### src/rtl/genius_pkg.sv
// Shared key codes, FSM encodings and default timing for the Genius key reader.
package genius_pkg;

    typedef enum logic [1:0] {
        GREEN  = 2'd0,
        RED    = 2'd1,
        YELLOW = 2'd2,
        BLUE   = 2'd3
    } key_code_e;

    typedef enum logic [1:0] {
        S_IDLE,
        S_WAIT_PRESS,
        S_WAIT_REL,
        S_DONE
    } state_e;

    localparam int DEF_DEBOUNCE_CYC = 1_000_000;
    localparam int DEF_TIMEOUT_CYC  = 250_000_000;
    localparam int DEF_AW           = 4;

    // Lowest pressed index wins; only meaningful as a colour when one key is down.
    function automatic logic [1:0] key_enc(input logic [3:0] k);
        key_enc = 2'd0;
        for (int i = 3; i >= 0; i--) begin
            if (k[i]) key_enc = 2'(i);
        end
    endfunction

endpackage

### src/rtl/genius_key_reader_debouncer.sv
// One pushbutton: 2-FF synchroniser plus stable-level counter.
module key_debouncer
    import genius_pkg::*;
#(
    parameter int DEBOUNCE_CYC = DEF_DEBOUNCE_CYC
) (
    input  logic clock,
    input  logic reset_i,
    input  logic key_n_i,
    output logic pressed_o
);

    localparam int CW = $clog2(DEBOUNCE_CYC + 1);

    logic          sync1_q;
    logic          sync2_q;
    logic          level_q;
    logic [CW-1:0] cnt_q;

    always_ff @(posedge clock) begin
        if (!reset_i) begin
            sync1_q <= 1'b1;
            sync2_q <= 1'b1;
            level_q <= 1'b1;
            cnt_q   <= '0;
        end else begin
            sync1_q <= key_n_i;
            sync2_q <= sync1_q;
            if (sync2_q == level_q) begin
                cnt_q <= '0;
            end else if (cnt_q == CW'(DEBOUNCE_CYC - 1)) begin
                level_q <= sync2_q;
                cnt_q   <= '0;
            end else begin
                cnt_q <= cnt_q + 1'b1;
            end
        end
    end

    assign pressed_o = ~level_q;

endmodule

### src/rtl/genius_key_reader.sv
// Genius player-reply reader: debounced KEY presses checked against the stored sequence.
// Optional GENIUS_KEY_ECHO_EN adds led_echo_o with the debounced pressed keys.
module genius_key_reader
    import genius_pkg::*;
#(
    parameter int DEBOUNCE_CYC = DEF_DEBOUNCE_CYC,
    parameter int TIMEOUT_CYC  = DEF_TIMEOUT_CYC,
    parameter int AW           = DEF_AW
) (
    input  logic          clock,
    input  logic          reset_i,
    input  logic [3:0]    KEY_i,
    input  logic          start_i,
    input  logic [AW:0]   len_i,
    input  logic [1:0]    exp_code_i,
    output logic [AW-1:0] rd_addr_o,
    output logic [1:0]    key_code_o,
    output logic          match_o,
    output logic          miss_o,
    output logic          end_User_o,
    output logic          end_time_o,
    output logic          busy_o
`ifdef GENIUS_KEY_ECHO_EN
    ,
    output logic [3:0]    led_echo_o
`endif
);

    localparam int TW = $clog2(TIMEOUT_CYC + 1);

    logic [3:0]    pressed;
    logic [3:0]    prev_q;
    state_e        state_q;
    logic [AW:0]   len_q;
    logic [AW:0]   cnt_q;
    logic [TW-1:0] timer_q;
    logic [1:0]    key_code_q;
    logic          match_q;
    logic          miss_q;
    logic          end_user_q;
    logic          end_time_q;

    for (genvar g = 0; g < 4; g++) begin : g_db
        key_debouncer #(
            .DEBOUNCE_CYC(DEBOUNCE_CYC)
        ) u_db (
            .clock    (clock),
            .reset_i  (reset_i),
            .key_n_i  (KEY_i[g]),
            .pressed_o(pressed[g])
        );
    end

    logic       press_ev;
    logic [1:0] code_d;
    logic       good_d;

    // A press is only the all-released -> any-pressed transition.
    assign press_ev = ~|prev_q & |pressed;
    assign code_d   = key_enc(pressed);
    assign good_d   = $onehot(pressed) && (code_d == exp_code_i);

    always_ff @(posedge clock) begin
        if (!reset_i) begin
            state_q    <= S_IDLE;
            prev_q     <= '0;
            len_q      <= '0;
            cnt_q      <= '0;
            timer_q    <= '0;
            key_code_q <= '0;
            match_q    <= 1'b0;
            miss_q     <= 1'b0;
            end_user_q <= 1'b0;
            end_time_q <= 1'b0;
        end else begin
            prev_q  <= pressed;
            match_q <= 1'b0;
            miss_q  <= 1'b0;
            unique case (state_q)
                S_IDLE: begin
                    if (start_i) begin
                        len_q      <= len_i;
                        cnt_q      <= '0;
                        timer_q    <= '0;
                        end_time_q <= 1'b0;
                        if (len_i == '0) begin
                            end_user_q <= 1'b1;
                            state_q    <= S_DONE;
                        end else begin
                            end_user_q <= 1'b0;
                            state_q    <= S_WAIT_PRESS;
                        end
                    end
                end
                S_WAIT_PRESS: begin
                    if (press_ev) begin
                        key_code_q <= code_d;
                        if (good_d) begin
                            match_q <= 1'b1;
                            cnt_q   <= cnt_q + 1'b1;
                            timer_q <= '0;
                            state_q <= S_WAIT_REL;
                        end else begin
                            miss_q  <= 1'b1;
                            state_q <= S_IDLE;
                        end
                    end else if (timer_q == TW'(TIMEOUT_CYC - 1)) begin
                        end_time_q <= 1'b1;
                        state_q    <= S_IDLE;
                    end else begin
                        timer_q <= timer_q + 1'b1;
                    end
                end
                S_WAIT_REL: begin
                    if (pressed == '0) begin
                        timer_q <= '0;
                        if (cnt_q == len_q) begin
                            end_user_q <= 1'b1;
                            state_q    <= S_DONE;
                        end else begin
                            state_q <= S_WAIT_PRESS;
                        end
                    end
                end
                S_DONE: state_q <= S_IDLE;
                default: state_q <= S_IDLE;
            endcase
        end
    end

    assign rd_addr_o  = cnt_q[AW-1:0];
    assign key_code_o = key_code_q;
    assign match_o    = match_q;
    assign miss_o     = miss_q;
    assign end_User_o = end_user_q;
    assign end_time_o = end_time_q;
    assign busy_o     = (state_q != S_IDLE);
`ifdef GENIUS_KEY_ECHO_EN
    assign led_echo_o = pressed;
`endif

endmodule

### config.mk
export PLATFORM = sky130hd
export DESIGN_NAME = genius_key_reader
export DESIGN_NICKNAME = d
export VERILOG_FILES = /design/src/rtl/genius_pkg.sv /design/src/rtl/genius_key_reader_debouncer.sv /design/src/rtl/genius_key_reader.sv
export SDC_FILE = /design/constraint.sdc
export NUM_CORES = 1
export LEC_CHECK = 0
export CAP_MARGIN = 25
export CELL_PAD_IN_SITES_DETAIL_PLACEMENT = 1
export CELL_PAD_IN_SITES_GLOBAL_PLACEMENT = 2
export CORE_ASPECT_RATIO = 1.4
export CORE_MARGIN = 10
export CORE_UTILIZATION = 38
export CTS_CLUSTER_DIAMETER = 200
export DETAILED_ROUTE_END_ITERATION = 10
export PLACE_DENSITY = 0.87
export SETUP_SLACK_MARGIN = 0.4
export SLEW_MARGIN = 10
export SYNTH_ARGS = -nofsm -noshare
export SYNTH_HDL_FRONTEND = slang
export SYNTH_SLANG_ARGS = --single-unit
### constraint.sdc
create_clock -name clock -period 4 [get_ports clock]
set_clock_uncertainty 0.2 [all_clocks]
set_input_delay 0.8 -clock clock [delete_from_list [all_inputs] [get_ports clock]]
set_output_delay 0.8 -clock clock [all_outputs]
set_load 0.01 [all_outputs]
==> impl_metrics.env <==
export IMPL_placementRows=56
export IMPL_die_h_um=175
export IMPL_rr_startpoint="g_db[0].u_db.level_q$_SDFFE_PN1P_"
export IMPL_synth_xor_area_share_pct=10.7
export IMPL_cts_path_max_buffers=2
export IMPL_overflow=0
export IMPL_num_vias=5492
export IMPL_remaining_drc_errors=0
export IMPL_dp_cells=995
export IMPL_yosysMostFrequentCell="dfxtp_1"
export IMPL_syn_num_nets=795
export IMPL_grtUsageTotal_pct=14.5
export IMPL_h_tree_depth=4
export IMPL_hp_start="g_db[0].u_db.sync1_q$_SDFF_PN1_"
export IMPL_cts_root_buf="clkbuf_16"
export IMPL_instances_no_fill=1027
export IMPL_vias_per_cell=5.35
export IMPL_wire_per_inst_um=15.4
export IMPL_cts_made_buffers=17
export IMPL_synth_mux_area_share_pct=1.22
export IMPL_yosysWarnings=0
export IMPL_r2r_cells=10
export IMPL_relSlewSlack_pct=45.3
export IMPL_timing_final_crit_period_ns=3.26
export IMPL_wirelength_mm=15.8
export IMPL_grt_pass1_vias=5762
export IMPL_die_area_sq_um=23000
export IMPL_cp_max_fo=46
export IMPL_nets=806
export IMPL_synth_fa_ha_area_share_pct=2.02
export IMPL_routabilityCongestion=0.784
export IMPL_clk_latency_ns=0.42
export IMPL_die_width_um=131
export IMPL_synth_area_top_cells="dfxtp_1 43%, xor2_1 6.8%, nor2_1 6.5%"
export IMPL_io_buffers=24
export IMPL_cts_sinks=142
export IMPL_syn_inst=771
export IMPL_clk_pin_slew_ns=0.06
export IMPL_tightest_slew_ns=0.818
export IMPL_synth_seq_cells=142
export IMPL_first_pass_iters=4
export IMPL_cp_required_ns=4.15
export IMPL_core_area_sq_um=16900
export IMPL_avgSynthCellArea_sq_um=8.50
export IMPL_cts_setup_buffers=0
export IMPL_synth_edf_count=0
export IMPL_end_kind="register"
export IMPL_hold_path_class="reg2reg"
export IMPL_synth_compound_area_share_pct=8.88
export IMPL_start_util_pct=38.8
export IMPL_drv_slew=0
export IMPL_io_pins=25
export IMPL_antenna_found_initial=0
export IMPL_power_density_nw_per_um2=428
export IMPL_hold_violations=0
export IMPL_p_leak_nw=2.40
export IMPL_synthToLayoutAreaGrowth_pct=15.2
export IMPL_fin_area_sq_um=7550
export IMPL_synth_top_family_by_area="simple AND/OR/NAND/NOR gates"
export IMPL_synth_top_area_share_pct=43.4
export IMPL_outcome="finished clean"
export IMPL_p_int_mw=2.47
export IMPL_cts_resized=0
export IMPL_rsz0062_at_grt="no"
export IMPL_cts_hold_buf=0
export IMPL_crit_type="reg2reg"
export IMPL_vdd_drop_max_mv=0.288
export IMPL_r2r_end="timer_q[1]$_SDFFE_PN0P_"
export IMPL_cts_tree="done"
export IMPL_holdPathEnd="g_db[0].u_db.sync2_q$_SDFF_PN1_"
export IMPL_n_antenna_cell=0
export IMPL_antenna_left=0
export IMPL_final_core_util_pct=44.7
export IMPL_min_path_cells=1
export IMPL_power_switching_mw=0.753
export IMPL_syn_area_sq_um=6550
export IMPL_grt_max_degree=47
export IMPL_combPwrFrac_pct=4.7
export IMPL_max_clock_freq_mhz=307
export IMPL_dpl_cell_area_sq_um=6940
export IMPL_layout_drive_gt1_share_pct=5.91
export IMPL_drt_iter0_markers=363
export IMPL_setup_violations=0
export IMPL_async_reset_ff_share_pct=0
export IMPL_finalCritPeriodShare_pct=81.5
export IMPL_seqPwrFrac_pct=44.8
export IMPL_netlist_top_cells_count="142 x dfxtp_1, 114 x nor2_1, 75 x nand2_1"
export IMPL_setup_tns_ns=0
export IMPL_switching_share_pct=23.3
export IMPL_synthSimpleGateAreaFrac_pct=30.4
export IMPL_hpwlAfterDp_mm=11.3
export IMPL_synth_largest_area_cell="dfxtp_1"
export IMPL_synth_flop_cell="dfxtp_1"
export IMPL_r2r_slack_ns=0.74
export IMPL_p_clk_share_pct=50.5
export IMPL_drv_cap=0
export IMPL_grt_pass1_wl_mm=27.2
export IMPL_arrival_ns=3.41
export IMPL_start_kind="register"
export IMPL_yosysUniqueCellTypes=57
export IMPL_ys_seq_area_share_pct=43.4
[registers in the layout (all words and copies together) (netlist names)]
signal	flops
timer_q	28
len_q	5
prev_q	4
match_o	1
cnt_q	5
g_db.u_db.level_q	4
g_db.u_db.sync1_q	4
g_db.u_db.sync2_q	4
end_time_o	1
g_db.u_db.cnt_q	80
miss_o	1
state_q	2
key_code_o	2
end_User_o	1
[layout by cell type (no fill, tap or decap), types with 16 or more instances in the layout]
cell type	instances
nor2_1	114
nand4_1	22
dfxtp_1	142
nand3_1	53
clkdlybuf4s50_1	24
nor3_1	20
xor2_1	51
or4_1	19
o31ai_1	16
clkbuf_16	17
a21oi_1	30
xnor2_1	27
nand2_1	75
[critical path: stages, from the launching register on]
cell and delay, ns:
dfxtp_1 0.40, fa_1 0.58, inv_1 0.05, ha_1 0.18, ha_1 0.27, nor2_1 0.09, and4b_1 0.32, a21oi_2 0.08
buf_4 0.26, nor3_1 0.52, mux2i_1 0.23
[layout make-up]
cell class | count | area (sq um)
tap | 232 | 290
sequential | 142 | 2840
inverter | 13 | 48.8
multi-input combinational | 580 | 3480
clock inverter | 15 | 184
fill | 2003 | 9340
clock buffer | 17 | 425
timing repair buffer | 28 | 270
[cells by family (layout without fill, tap and decap cells)]
family | count (synthesis) | count (layout)
and+or+nand+nor | 391 | 391
adders and majority gates | 10 | 10
xor gates and xnor gates | 79 | 79
DFF | 142 | 142
AOI/OAI and AO/OA | 92 | 92
buffers and inverters | 49 | 73
muxes | 8 | 8
[power groups by stage]
stage | registers (mW) | clock network, mW | logic [mW]
final | 1.45 | 1.63 | 0.150
after global routing | 1.45 | 1.75 | 0.169
after CTS | 1.45 | 1.68 | 0.153
after detailed placement | 1.48 | 0 | 0.153
after global placement | 1.48 | 0 | 0.146
after floorplan | 1.47 | 0 | 0.106
[worst max-delay path by stage]
stage / start / endpoint / slack (ns) / cells after the start
2_1_floorplan: g_db[0].u_db.level_q$_SDFFE_PN1P_ / cnt_q[3]$_SDFFE_PN0P_ / 1.15 / 11
5_1_grt: g_db[0].u_db.level_q$_SDFFE_PN1P_ / timer_q[1]$_SDFFE_PN0P_ / 0.51 / 10
3_5_place_dp: g_db[0].u_db.level_q$_SDFFE_PN1P_ / timer_q[1]$_SDFFE_PN0P_ / 0.74 / 10
6_report: g_db[0].u_db.level_q$_SDFFE_PN1P_ / timer_q[1]$_SDFFE_PN0P_ / 0.74 / 10
3_3_place_gp: start_i / timer_q[19]$_SDFFE_PN0P_ / 0.85 / 6
4_1_cts: g_db[0].u_db.level_q$_SDFFE_PN1P_ / timer_q[1]$_SDFFE_PN0P_ / 0.72 / 10
[layer usage]
metal	part of all wire (%)	GRT usage, %	vias to the layer above	routed length [um]
met2	54	26.5	44	8550
met1	42	15.6	2716	6670
met3	2.6	4.04	17	416
met5	0	0	-	0
li1	-	-	2715	-
met4	1.2	4.14	0	183
[stage by stage]
stage | worst slack [ns] | total power, mW | hold slack [ns]
after floorplan | 1.15 | 1.58 | 0.186
after global placement | 0.850 | 1.62 | 0.195
after detailed placement | 0.744 | 1.63 | 0.205
final | 0.741 | 3.23 | 0.213
after global routing | 0.510 | 3.37 | 0.217
after CTS | 0.717 | 3.27 | 0.215
Power figures use the tool's default switching activity.
